[src/rtl/loop_pc_unit_pkg.sv]
// Shared definitions for the loop/PC stage: default sizes, the command
// priority enum and the decoder that picks one winning command per cycle.
package loop_pc_unit_pkg;

    localparam int DEF_PC_W        = 8;
    localparam int DEF_STACK_DEPTH = 4;

    // Stack pointer must represent 0..depth inclusive, hence one extra bit.
    function automatic int sp_width(input int depth);
        return $clog2(depth) + 1;
    endfunction

    localparam int DEF_SP_W = sp_width(DEF_STACK_DEPTH);

    // Listed in decreasing priority after CMD_NONE.
    typedef enum logic [2:0] {
        CMD_NONE,
        CMD_LOAD,
        CMD_RET,
        CMD_CALL,
        CMD_JMP,
        CMD_JNZ,
        CMD_INC
    } cmd_e;

    // Fixed-priority pick: pc_we > ret > call > jmp > jnz > inc.
    function automatic cmd_e cmd_decode(input logic pc_we,
                                        input logic ret,
                                        input logic call,
                                        input logic jmp,
                                        input logic jnz,
                                        input logic inc);
        if (pc_we)     return CMD_LOAD;
        else if (ret)  return CMD_RET;
        else if (call) return CMD_CALL;
        else if (jmp)  return CMD_JMP;
        else if (jnz)  return CMD_JNZ;
        else if (inc)  return CMD_INC;
        else           return CMD_NONE;
    endfunction

endpackage

[src/rtl/loop_pc_unit_stack.sv]
// LIFO of return addresses for subroutine calls. Owns the storage, the
// stack pointer, the full/empty flags and the sticky overflow/underflow flag.
module pc_return_stack
    import loop_pc_unit_pkg::*;
#(
    parameter int DEPTH  = DEF_STACK_DEPTH,
    parameter int DATA_W = DEF_PC_W
) (
    input  logic              clk,
    input  logic              rst_n,
    input  logic              push,
    input  logic              pop,
    input  logic [DATA_W-1:0] push_data,
    output logic [DATA_W-1:0] pop_data,
    output logic              full,
    output logic              empty,
    output logic              err
);

    localparam int SP_W  = sp_width(DEPTH);
    localparam int IDX_W = SP_W - 1;

    logic [SP_W-1:0]   sp;
    logic [IDX_W-1:0]  wr_idx;
    logic [IDX_W-1:0]  rd_idx;
    logic [DATA_W-1:0] mem [DEPTH];

    assign full   = (sp == SP_W'(DEPTH));
    assign empty  = (sp == '0);
    assign wr_idx = IDX_W'(sp);
    assign rd_idx = IDX_W'(sp - SP_W'(1));

    // Top of stack is always presented; only meaningful when not empty.
    assign pop_data = mem[rd_idx];

    // Stack pointer and sticky error: a push when full or a pop when empty
    // changes nothing except latching the error.
    always_ff @(posedge clk or negedge rst_n) begin
        // NOTE: sequential state uses non-blocking assignments so every
        // register samples pre-edge values regardless of statement order.
        if (!rst_n) begin
            sp  <= '0;
            err <= 1'b0;
        end else if (push) begin
            if (full) err <= 1'b1;
            else      sp  <= sp + SP_W'(1);
        end else if (pop) begin
            if (empty) err <= 1'b1;
            else       sp  <= sp - SP_W'(1);
        end
    end

    // Storage write on a successful push.
    always_ff @(posedge clk) begin
        // NOTE: the storage array is deliberately left out of reset; entries
        // above sp are never read, so resetting them would only cost logic.
        if (push && !full) mem[wr_idx] <= push_data;
    end

endmodule

[src/rtl/loop_pc_unit.sv]
// Program counter and loop-branch stage: picks one command per cycle,
// updates the PC register, drives the loop register decrement strobe and
// hosts the call/return stack.
module loop_pc_unit
    import loop_pc_unit_pkg::*;
#(
    parameter int PC_W        = DEF_PC_W,
    parameter int STACK_DEPTH = DEF_STACK_DEPTH
) (
    input  logic            clk,
    input  logic            rst_n,
    input  logic [15:0]     bus_to_pc,
    input  logic            pc_we,
    input  logic            inc,
    input  logic            jmp,
    input  logic            jnz,
    input  logic            call,
    input  logic            ret,
    input  logic [PC_W-1:0] jmp_target,
    input  logic            lrz_flag,
    output logic [PC_W-1:0] pc_addr,
    output logic [15:0]     pc_to_bus,
    output logic            lr_decrement,
    output logic            stack_full,
    output logic            stack_empty,
    output logic            stack_err
);

    cmd_e            cmd;
    logic [PC_W-1:0] pc;
    logic [PC_W-1:0] pc_next;
    logic [PC_W-1:0] pc_plus1;
    logic [PC_W-1:0] pop_data;
    logic            push;
    logic            pop;
    logic            unused_bus;

    // Only the low PC_W bits of the bus are loadable.
    assign unused_bus = &{1'b0, bus_to_pc};

    assign pc_plus1  = pc + PC_W'(1);
    assign pc_addr   = pc;
    assign pc_to_bus = 16'(pc);

    // Single winning command for this cycle.
    always_comb begin
        cmd = cmd_decode(pc_we, ret, call, jmp, jnz, inc);
    end

    assign push = (cmd == CMD_CALL);
    assign pop  = (cmd == CMD_RET);

    // The loop register decrements on the same edge the branch is taken;
    // held low during reset so a stray jnz cannot disturb it.
    assign lr_decrement = rst_n && (cmd == CMD_JNZ) && !lrz_flag;

    // Next-PC selection; failed call/ret leave the PC where it is.
    always_comb begin
        // NOTE: defaulting pc_next first guarantees every path assigns it,
        // so no latch is inferred for unlisted or failing cases.
        pc_next = pc;
        case (cmd)
            CMD_LOAD: pc_next = bus_to_pc[PC_W-1:0];
            CMD_RET:  if (!stack_empty) pc_next = pop_data;
            CMD_CALL: if (!stack_full)  pc_next = jmp_target;
            CMD_JMP:  pc_next = jmp_target;
            CMD_JNZ:  pc_next = lrz_flag ? pc_plus1 : jmp_target;
            CMD_INC:  pc_next = pc_plus1;
            default:  pc_next = pc;
        endcase
    end

    // PC register.
    always_ff @(posedge clk or negedge rst_n) begin
        if (!rst_n) pc <= '0;
        else        pc <= pc_next;
    end

    pc_return_stack #(
        .DEPTH  (STACK_DEPTH),
        .DATA_W (PC_W)
    ) u_stack (
        .clk       (clk),
        .rst_n     (rst_n),
        .push      (push),
        .pop       (pop),
        .push_data (pc_plus1),
        .pop_data  (pop_data),
        .full      (stack_full),
        .empty     (stack_empty),
        .err       (stack_err)
    );

endmodule

[config.mk]
export PLATFORM = sky130hd
export DESIGN_NAME = loop_pc_unit
export DESIGN_NICKNAME = d
export VERILOG_FILES = /design/src/rtl/loop_pc_unit_pkg.sv /design/src/rtl/loop_pc_unit_stack.sv /design/src/rtl/loop_pc_unit.sv
export SDC_FILE = /design/constraint.sdc
export NUM_CORES = 1
export LEC_CHECK = 0
export CAP_MARGIN = 20
export CORE_UTILIZATION = 40
export DETAILED_ROUTE_END_ITERATION = 16
export PLACE_DENSITY = 0.68
export SLEW_MARGIN = 20
export SYNTH_ARGS = -nofsm -noshare
export SYNTH_HDL_FRONTEND = slang
export SYNTH_SLANG_ARGS = --single-unit
export TNS_END_PERCENT = 30
[constraint.sdc]
create_clock -name clk -period 2.4 [get_ports clk]
set_input_delay 0.48 -clock clk [delete_from_list [all_inputs] [get_ports clk]]
set_output_delay 0.48 -clock clk [all_outputs]
set_load 0.1 [all_outputs]
==> results.txt <==
- Run status: complete, no violations
- Wires add up to 5189 um.
* Met3 WL: 419 um
- Setup slack on the worst reg-to-reg path comes out at 0.22 ns.
- For this block, wires on met1 add up to 2129 um.
- Total count of hold-check failures in the final report: 0
- The highest metal layer carrying signal wires in the routed design is met4.
* Number of antenna cells inserted: 0
- Number of top-level design ports: 61
- For this configuration, the core starts out at a cell density of 0.4196.
* Weighted congestion reported at the end of routability-driven placement: 0.7410
* P_leak: 1.195 nW
- Fmax: 435.5 MHz
- Clock-pin slew on the worst setup and hold paths: 0.08 ns
- Leading register cell type out of synthesis: edfxtp_1
- CTS sink count: 44
- The number of clock buffers added by TritonCTS is 5.
- Most common library cell in the layout ignoring fill and taps: edfxtp_1
- Startpoint kind of the worst setup timing path: primary input
* Period utilisation layout: 0.9568
- Setup slack after layout: 0.1036 ns
- Final design area excluding fillers: 3029 um^2
* CTS H-Tree Depth: 2
- TritonCTS built the clock tree.
- STA classifies the critical path endpoint as a primary output.
* Synth Cell Area: 2325 um^2
* Total die area: 6121 um^2
- Number of maximum-capacitance constraint violations: 0
- In the final design database the tool counted 276 nets.
- Min-Delay Path Class: flop to flop
- Across all layers, the routed design uses 1,640 vias.
- Row count: 27
- Entering global routing, the biggest net connects 17 pins.
- Initial antenna violation count: 0
- Of the synthesized area, sequential elements account for 0.5425.
- The synthesized design contains 44 register bits.
- Vias in the first global route: 1,655
- Number of instances in the synthesized netlist: 183
* Commonest cells after routing, fill and taps aside: edfxtp_1, buf_4, clkdlybuf4s50_1
- After legalization and detailed placement, the total HPWL measured 3641 um.
- Setup violations remaining at the end of the flow were counted as 0.
* # placed instances: 302
* Data arrival time at the worst-slack endpoint: 1.82 ns
- The number of setup buffers added after CTS is 0.
- The first detailed-routing pass took 5 iterations.
* Later-pin clock latency in the skew report: 0.30 ns
- The floorplan step set the die height to 78.24 um.
- Across every metal layer, demand over resource in global routing totals 0.1880.
- Async S/R FF share, synth: 0.2727
* Deepest clock path buffer count: 2
* Floorplan die width: 78.24 um
* Post-detailed-route via-to-cell ratio: 5.290
* First-pass GRT wire length: 8418 um
- Worst clock skew: 0.007569 ns
- The max-slew violation count came to 0.
- In the final routed layout, each cell accounts on average for 16.74 um.
* Total gr overflow: 0
* Number of enable flip-flop cells after synthesis: 32
- Post-route DRC violation count: 0
- Setup repair after global routing left no endpoint under its margin.
- Power density over the cells: 1192 nW/um^2
* Number of DRC markers in iteration 0: 67
- The worst setup path is of the primary input to primary output kind.
- The netlist uses 43 different library cells.
- Data required time at the worst endpoint: 1.92 ns
- After detailed placement, the total cell area comes to 2917 um^2.
- Syn-to-layout area delta: 30.30%
- Synthesized area divided by synthesized cell count: 12.70 um^2
* Layout cell share with drive strength beyond 1: 0.2521
- The region available for standard cell placement spans 5540 um^2.
- Once detail routing completed, the nets flagged for antenna violations numbered 0.
- Total of buffers placed on input and output ports: 44
- Summed over all failing endpoints, the final setup total negative slack is 0 ns.
- Cell at the root of the clock tree: clkbuf_8
* Routed wire length on met2: 2577 um
- Final-layout worst hold slack: 0.4703 ns
- Largest driver fanout on the critical path: 2
- IR analysis of the VDD net gives a maximum drop of 0.6747 mV.
* Setup Slack @ Placement: 0.04284 ns
- Yosys Warn Count: 0
* Minimum clock period after layout: 2.296 ns
- Final cell count without fillers: 310
where the power goes:
part,leakage (nW),switching (mW),internal (mW)
combinational,0.709,1.33,0.594
sequential,0.430,0.132,0.994
clock,0.0552,0.252,0.309
flip-flops by register name (all words and copies together) (netlist names):
name,flops
pc_addr,8
u_stack.err,1
u_stack.mem,32
u_stack.sp,3
critical path: stages:
cell and delay (ns):
clkdlybuf4s50_1 0.46, nor4_4 0.32, nand2_2 0.12, nor3b_4 0.23, buf_12 0.20
path summary, 6_finish.rpt:
path	startpoint	end	cells past startpoint
hold / removal	u_stack.err$_DFFE_PN0P_	u_stack.err$_DFFE_PN0P_	1
setup reg to reg	u_stack.sp[1]$_DFFE_PN0P_	pc_addr[7]$_DFFE_PN0P_	6
max in group asynchronous	rst_n	pc_addr[3]$_DFFE_PN0P_	2
setup / recovery	ret	lr_decrement	5
min in group asynchronous	rst_n	pc_addr[5]$_DFFE_PN0P_	2
hold reg to reg	u_stack.err$_DFFE_PN0P_	u_stack.err$_DFFE_PN0P_	1
area by class of cell:
type,count,area [um^2]
fill,503,2511
clock buffer,6,72.57
timing repair buffer,61,608.1
clock inverter,2,35.03
tap,72,90.09
multi-input combinational,120,943.4
inverter,5,18.77
sequential,44,1261
cell usage after synthesis, types with 2 or more instances:
| cell type | instances | area, um^2 |
|---|---|---|
| nand2_1 | 9 | 33.78 |
| clkbuf_1 | 2 | 7.510 |
| nor3_1 | 2 | 10.01 |
| and2_1 | 6 | 37.54 |
| dfrtp_1 | 12 | 300.3 |
| nand3_1 | 5 | 25.02 |
| inv_1 | 5 | 18.77 |
| a221o_1 | 2 | 20.02 |
| nor2b_1 | 5 | 31.28 |
| or2_2 | 3 | 18.77 |
| a222oi_1 | 4 | 40.04 |
| o211ai_1 | 2 | 15.01 |
| xnor2_1 | 4 | 35.03 |
| mux4_2 | 7 | 157.7 |
| ha_1 | 6 | 75.07 |
| nor3b_1 | 3 | 22.52 |
| xor2_1 | 2 | 17.52 |
| and3_1 | 2 | 12.51 |
| a21o_1 | 6 | 45.04 |
| edfxtp_1 | 32 | 960.9 |
| nand2b_1 | 4 | 25.02 |
| o21ai_0 | 4 | 20.02 |
| nor2_1 | 11 | 41.29 |
| o31ai_1 | 3 | 22.52 |
| buf_4 | 16 | 120.1 |
| a21oi_1 | 9 | 45.04 |
cell families (layout without fill, tap and decap cells):
| group | Yosys count | after routing | synth area share |
|---|---|---|---|
| and+or+nand+nor | 53 | 53 | 0.1259 |
| buffers and inverters | 26 | 74 | 0.07212 |
| adders and majority gates | 6 | 6 | 0.03229 |
| muxes | 8 | 8 | 0.07912 |
| other | 1 | 8 | 0.001613 |
| DFF | 44 | 44 | 0.5425 |
| xor gates and xnor gates | 6 | 6 | 0.02260 |
| AOI/OAI and AO/OA | 39 | 39 | 0.1238 |
repair_timing:
item | in CTS | in global routing
gates resized for setup | 0 | 2
endpoints found under the setup margin | 0 | 1
hold buffers | 0 | 0
hold endpoints to repair | 0 | 0
metrics by stage:
step | total power [mW] | utilization
after floorplan | 2.653 | -
after global placement | 3.052 | 0.5264
after detailed placement | 3.076 | 0.5264
after CTS | 3.636 | 0.5458
after global routing | 3.778 | 0.5467
final | 3.610 | 0.5467
metal layers:
metal | global-route usage | vias to the layer above
li1 | - | 769
met1 | 0.2320 | 799
met2 | 0.3175 | 65
met3 | 0.04767 | 7
met4 | 0.06852 | 0
met5 | 0 | -
Power figures use the tool's default switching activity.
